==> src/rtl/pixel_serializer_pkg.sv <==
// Shared constants and types for the character-row pixel serializer.
// Holds the colour/row widths, the black index and the pixel-count range.
package pixel_serializer_pkg;

  localparam int COLOR_W = 3;
  localparam int ROW_W   = 8;
  localparam int COUNT_W = 3;

  typedef logic [COLOR_W-1:0] color_t;
  typedef logic [ROW_W-1:0]   row_t;
  typedef logic [COUNT_W-1:0] count_t;

  localparam color_t BLACK     = 3'b000;
  localparam count_t COUNT_MIN = 3'd0;
  localparam count_t COUNT_MAX = 3'd7;

  typedef enum logic {
    ST_EMPTY = 1'b0,
    ST_RUN   = 1'b1
  } shift_state_t;

  // Pixels leave MSB first: count 0 selects bit 7, the leftmost pixel.
  function automatic logic row_bit(input row_t row, input count_t count);
    return row[COUNT_MAX - count];
  endfunction

endpackage

==> src/rtl/pixel_serializer_if.sv <==
// Load channel, pixel strobe and pixel output bundle of the serializer.
// master = row source / pixel consumer, slave = serializer.
interface pixel_serializer_if;
  import pixel_serializer_pkg::*;

  logic   pixel_enable;
  logic   load_valid;
  logic   load_ready;
  row_t   row_pixels;
  color_t fg_color;
  color_t bg_color;
  logic   blink;
  logic   blink_phase;
  color_t pixel_color;
  logic   pixel_active;
  logic   underrun;

  modport master (
    output pixel_enable, load_valid, row_pixels, fg_color, bg_color, blink, blink_phase,
    input  load_ready, pixel_color, pixel_active, underrun
  );

  modport slave (
    input  pixel_enable, load_valid, row_pixels, fg_color, bg_color, blink, blink_phase,
    output load_ready, pixel_color, pixel_active, underrun
  );

endinterface

==> src/rtl/pixel_serializer.sv <==
// Two-stage (holding + shift) character-row to pixel serializer.
// Optional blink attribute enabled by defining SERIALIZER_BLINK_EN.
module pixel_serializer
  import pixel_serializer_pkg::*;
(
  input  logic              clk,
  input  logic              reset,
  pixel_serializer_if.slave bus
);

  shift_state_t state_reg, state_next;
  count_t       count_reg, count_next;
  row_t         shift_row_reg, shift_row_next;
  color_t       shift_fg_reg, shift_fg_next;
  color_t       shift_bg_reg, shift_bg_next;
  row_t         hold_row_reg, hold_row_next;
  color_t       hold_fg_reg, hold_fg_next;
  color_t       hold_bg_reg, hold_bg_next;
  logic         hold_full_reg, hold_full_next;
  color_t       color_reg, color_next;
  logic         active_reg, active_next;
  logic         underrun_reg, underrun_next;
  logic         load_accept;
  logic         take_hold;
  logic         pixel_bit;
  logic         show_fg;

  assign load_accept = bus.load_valid & ~hold_full_reg;
  assign pixel_bit   = row_bit(shift_row_reg, count_reg);

`ifdef SERIALIZER_BLINK_EN
  logic shift_blink_reg, shift_blink_next;
  logic hold_blink_reg, hold_blink_next;

  // blink_phase is sampled live so every blinking row toggles together.
  assign show_fg = pixel_bit & ~(shift_blink_reg & bus.blink_phase);

  always_comb begin
    hold_blink_next  = hold_blink_reg;
    shift_blink_next = shift_blink_reg;
    if (load_accept) hold_blink_next = bus.blink;
    if (take_hold)   shift_blink_next = hold_blink_reg;
  end

  always_ff @(posedge clk or posedge reset) begin
    if (reset) begin
      hold_blink_reg  <= 1'b0;
      shift_blink_reg <= 1'b0;
    end else begin
      hold_blink_reg  <= hold_blink_next;
      shift_blink_reg <= shift_blink_next;
    end
  end
`else
  logic unused_blink;
  assign unused_blink = bus.blink ^ bus.blink_phase;
  assign show_fg      = pixel_bit;
`endif

  always_ff @(posedge clk or posedge reset) begin
    if (reset) state_reg <= ST_EMPTY;
    else       state_reg <= state_next;
  end

  always_comb begin
    state_next     = state_reg;
    count_next     = count_reg;
    shift_row_next = shift_row_reg;
    shift_fg_next  = shift_fg_reg;
    shift_bg_next  = shift_bg_reg;
    hold_row_next  = hold_row_reg;
    hold_fg_next   = hold_fg_reg;
    hold_bg_next   = hold_bg_reg;
    hold_full_next = hold_full_reg;
    color_next     = color_reg;
    active_next    = active_reg;
    underrun_next  = 1'b0;
    take_hold      = 1'b0;

    if (load_accept) begin
      hold_row_next  = bus.row_pixels;
      hold_fg_next   = bus.fg_color;
      hold_bg_next   = bus.bg_color;
      hold_full_next = 1'b1;
    end

    case (state_reg)
      ST_EMPTY: begin
        if (bus.pixel_enable) begin
          color_next    = BLACK;
          active_next   = 1'b0;
          underrun_next = 1'b1;
        end
        take_hold = hold_full_reg;
      end
      ST_RUN: begin
        if (bus.pixel_enable) begin
          color_next  = show_fg ? shift_fg_reg : shift_bg_reg;
          active_next = 1'b1;
          if (count_reg == COUNT_MAX) begin
            // Last pixel: chain straight into the held row if one is waiting.
            take_hold = hold_full_reg;
            if (!hold_full_reg) begin
              state_next = ST_EMPTY;
              count_next = COUNT_MIN;
            end
          end else begin
            count_next = count_reg + 3'd1;
          end
        end
      end
      default: state_next = ST_EMPTY;
    endcase

    if (take_hold) begin
      shift_row_next = hold_row_reg;
      shift_fg_next  = hold_fg_reg;
      shift_bg_next  = hold_bg_reg;
      count_next     = COUNT_MIN;
      state_next     = ST_RUN;
      hold_full_next = 1'b0;
    end
  end

  always_ff @(posedge clk or posedge reset) begin
    if (reset) begin
      count_reg     <= COUNT_MIN;
      shift_row_reg <= '0;
      shift_fg_reg  <= BLACK;
      shift_bg_reg  <= BLACK;
      hold_row_reg  <= '0;
      hold_fg_reg   <= BLACK;
      hold_bg_reg   <= BLACK;
      hold_full_reg <= 1'b0;
      color_reg     <= BLACK;
      active_reg    <= 1'b0;
      underrun_reg  <= 1'b0;
    end else begin
      count_reg     <= count_next;
      shift_row_reg <= shift_row_next;
      shift_fg_reg  <= shift_fg_next;
      shift_bg_reg  <= shift_bg_next;
      hold_row_reg  <= hold_row_next;
      hold_fg_reg   <= hold_fg_next;
      hold_bg_reg   <= hold_bg_next;
      hold_full_reg <= hold_full_next;
      color_reg     <= color_next;
      active_reg    <= active_next;
      underrun_reg  <= underrun_next;
    end
  end

  assign bus.load_ready   = ~hold_full_reg;
  assign bus.pixel_color  = color_reg;
  assign bus.pixel_active = active_reg;
  assign bus.underrun     = underrun_reg;

endmodule

==> src/flat_wrapper.sv <==
// flat-port wrapper written by rule: the top's interface ports become plain ports
module pixel_serializer_flat import pixel_serializer_pkg::*;
  (clk, reset, bus_pixel_enable, bus_load_valid, bus_row_pixels, bus_fg_color, bus_bg_color, bus_blink, bus_blink_phase, bus_load_ready, bus_pixel_color, bus_pixel_active, bus_underrun);
  pixel_serializer_if bus_i ();
  input  logic clk;
  input  logic reset;
  input wire logic [$bits(bus_i.pixel_enable)-1:0] bus_pixel_enable;
  input wire logic [$bits(bus_i.load_valid)-1:0] bus_load_valid;
  input wire logic [$bits(bus_i.row_pixels)-1:0] bus_row_pixels;
  input wire logic [$bits(bus_i.fg_color)-1:0] bus_fg_color;
  input wire logic [$bits(bus_i.bg_color)-1:0] bus_bg_color;
  input wire logic [$bits(bus_i.blink)-1:0] bus_blink;
  input wire logic [$bits(bus_i.blink_phase)-1:0] bus_blink_phase;
  output wire logic [$bits(bus_i.load_ready)-1:0] bus_load_ready;
  output wire logic [$bits(bus_i.pixel_color)-1:0] bus_pixel_color;
  output wire logic [$bits(bus_i.pixel_active)-1:0] bus_pixel_active;
  output wire logic [$bits(bus_i.underrun)-1:0] bus_underrun;
  assign bus_i.pixel_enable = bus_pixel_enable;
  assign bus_i.load_valid = bus_load_valid;
  assign bus_i.row_pixels = bus_row_pixels;
  assign bus_i.fg_color = bus_fg_color;
  assign bus_i.bg_color = bus_bg_color;
  assign bus_i.blink = bus_blink;
  assign bus_i.blink_phase = bus_blink_phase;
  assign bus_load_ready = bus_i.load_ready;
  assign bus_pixel_color = bus_i.pixel_color;
  assign bus_pixel_active = bus_i.pixel_active;
  assign bus_underrun = bus_i.underrun;
  pixel_serializer u_core (.clk(clk), .reset(reset), .bus(bus_i));
endmodule
==> config.mk <==
export PLATFORM = sky130hd
export DESIGN_NAME = pixel_serializer_flat
export DESIGN_NICKNAME = d
export VERILOG_FILES = /design/src/rtl/pixel_serializer_pkg.sv /design/src/rtl/pixel_serializer_if.sv /design/src/rtl/pixel_serializer.sv /design/src/flat_wrapper.sv
export SDC_FILE = /design/constraint.sdc
export NUM_CORES = 1
export LEC_CHECK = 0
export BUFFER_PORTS_ARGS = -buffer_cell sky130_fd_sc_hd__buf_2
export CAP_MARGIN = 20
export CORE_MARGIN = 10
export CORE_UTILIZATION = 40
export CTS_CLUSTER_SIZE = 24
export DETAILED_ROUTE_END_ITERATION = 10
export GPL_ROUTABILITY_DRIVEN = 0
export SYNTH_ARGS = -nofsm -noshare
export SYNTH_HDL_FRONTEND = slang
export SYNTH_SLANG_ARGS = --single-unit
==> constraint.sdc <==
create_clock -name clk -period 2.2 [get_ports clk]
set_clock_uncertainty 0.1 [all_clocks]
set_input_delay 0.11 -clock clk [delete_from_list [all_inputs] [get_ports clk]]
set_output_delay 0.11 -clock clk [all_outputs]
set_load 0.02 [all_outputs]
==> flow_summary.yaml <==
status:
  status: "finished, final reports clean"
global_route:
  grt_pass1_wl_um: 4480
  first_global_vias: 995
  grt_max_degree: 39
  gr-usage-all-layers_pct: 8.69
  grt_overflow: 0
  antenna_found_initial: 0
  grt_use_met2_pct: 14.0
  grt_use_met3_pct: 4.69
  top_usage_layer: "met2"
  use_met1_pct: 9.55
sta:
  fin_crit_sh_pct: 85.9
  slew_headroom_pct: 69.4
  min_period_ps: 1890
  finalHoldViolCount: 0
  drv_slew: 0
  worstMarginPinSlew_ps: 459
  setup_viol: 0
  max_freq_mhz: 529
  tns_ps: 0
  rsz0062_at_grt: "no"
floorplan:
  coreArea_mm2: 0.00369
  die_w_um: 82.0
  rows: 22
  die_h_um: 82.0
  ios: 26
  start_util_pct: 41.7
  dieArea_mm2: 0.00672
detailed_routing:
  via_count: 928
  vias_per_cell: 4.71
  route.detailed.drc: 0
  drtPass1Iterations: 4
  post_drt_wl_per_cell_um: 13.2
  final_antenna_net_count: 0
  wirelength_um: 2590
  drt_iter0_markers: 33
cells_and_area:
  area_growth_pct: 29.0
  layout.nets: 170
  antennaDiodeCount: 0
  layout.cells.non_filler: 197
  fillers: 336
  drive_above_1_share_pct: 41.6
setup_path:
  cp.required_ps: 2270
  cp-end-kind: "flip-flop"
  crit_fanout: 15
  critPathKind: "flip-flop to flip-flop"
  startpoint_type: "flip-flop"
  crit_arrival_ps: 1960
synthesis:
  synth_top_area_share_pct: 61.9
  ys_top_cells_by_count: "dfrtp_1, mux2_2, inv_1, nand2_1"
  async_flop_share_pct: 100
  yosysUniqueCellTypes: 17
  synth_ff_type: "dfrtp_1"
  syn_area_per_cell_um2: 15.2
  yosysMostFrequentCell: "dfrtp_1"
  ys_seq_elements: 38
  synth.largest_area_cell: "dfrtp_1"
  synth-edff-count: 0
  synth.area.top_cells: "dfrtp_1, mux2_2, mux4_1"
  netlist_area_mm2: 0.00154
  seq_area_frac_synth_pct: 61.9
  netlist_instances: 101
  synthesis.nets: 123
  yosys_warnings: 0
place:
  hpwl_um: 1820
  dp_cells: 172
  port_buffers: 23
clock_network:
  cts.clk_slew.worst_paths_ps: 70
  cts_tree: "yes"
  cts_buffers: 5
  htreeDepth: 2
  cts.sinks: 38
  clockRootBuffer: "clkbuf_8"
  max-clock-path-buffers: 2
  clock_latency_ps: 280
pwr:
  pwr_density_cell_mw_per_mm2: 1150
  ir_worst_vdd_v: 0.000600
  leakagePower_nw: 0.966
hold_path:
  hold_path.class: "input port to asynchronous set/reset pin"
run:
  maxCapViolations: 0
## cell usage in the layout, fill, tap and decap left out, drive strengths merged
master	instances
a21oi	1
a22o	2
buf	26
clkbuf	7
clkinv	1
dfrtp	38
dlygate4sd3	17
ha	2
inv	6
mux2	28
mux2i	4
mux4	2
nand2	6
nor2b	2
o21a	2
o21ai	1
o22ai	3
o31ai	1
## layout make-up
class                           count  area, um^2  share of cell area (%)
Timing Repair Buffer               43         308                    15.5
Inverter                            6        22.5                    1.14
Tap cell                           48        60.1                    3.03
Sequential cell                    38         951                    48.0
Clock inverter                      1        5.00                   0.253
Clock buffer                        7        86.3                    4.36
Multi-Input combinational cell     54         549                    27.7
## critical path: stages, from the launching register on
cell and delay (ps):
dfrtp_1 450, ha_1 230, ha_1 210, nand2_1 70, nand2_1 60, nand2_1 70, buf_4 220, mux2_2 360
## routing by layer
metal	share of wire, %	up-vias
li1	-	456
met1	43	450
met2	49	20
met3	7.5	2
met4	0.31	0
met5	0	-
## metrics by stage
stage / area (um^2) / setup slack, ps / hold slack [ps] / utilization [%] / total power [mW]
after floorplan: 1540 / 320 / 109 / - / 1.64
after global placement: 1720 / 326 / 138 / 46.6 / 1.77
after detailed placement: 1720 / 307 / 144 / 46.6 / 1.81
after CTS: 1980 / 288 / 381 / 53.7 / 2.32
after global routing: 1980 / 196 / 420 / 53.7 / 2.44
final: 1980 / 310 / 370 / 53.7 / 2.28
## path summary, 6_finish.rpt
path | slack (ps) | cells after the start | to | from
max | 310 | 7 | u_core.shift_bg_reg[0] | u_core.count_reg[0]
min | 370 | 4 | u_core.bus.underrun | reset
max reg2reg | 310 | 7 | u_core.shift_bg_reg[0] | u_core.count_reg[0]
min reg2reg | 380 | 1 | u_core.bus.underrun | u_core.state_reg
max in group asynchronous | 1300 | 4 | u_core.hold_fg_reg[2] | reset
min in group clk | 380 | 1 | u_core.bus.underrun | u_core.state_reg
## where the power goes
group          switching [mW]  internal, mW
combinational           0.242         0.406
clock                   0.217         0.252
sequential              0.162         0.997
total                   0.622          1.66
## timing repair
action,4_1_cts,5_1_grt
buffers inserted,0,0
hold buffers,17,0
setup endpoints to repair,0,0
hold endpoints to repair,56,0
resized for setup,0,0
## logic make-up after synthesis
family | count (synthesis) | synth area share [%]
buffers and inverters | 9 | 2.36
multiplexers | 34 | 27.4
adder cells (fa/ha/maj) | 2 | 1.63
AO/OA/AOI/OAI | 10 | 4.48
flip-flops | 38 | 61.9
AND/OR/NAND/NOR | 8 | 2.28
(Power assumes the default switching activity.)
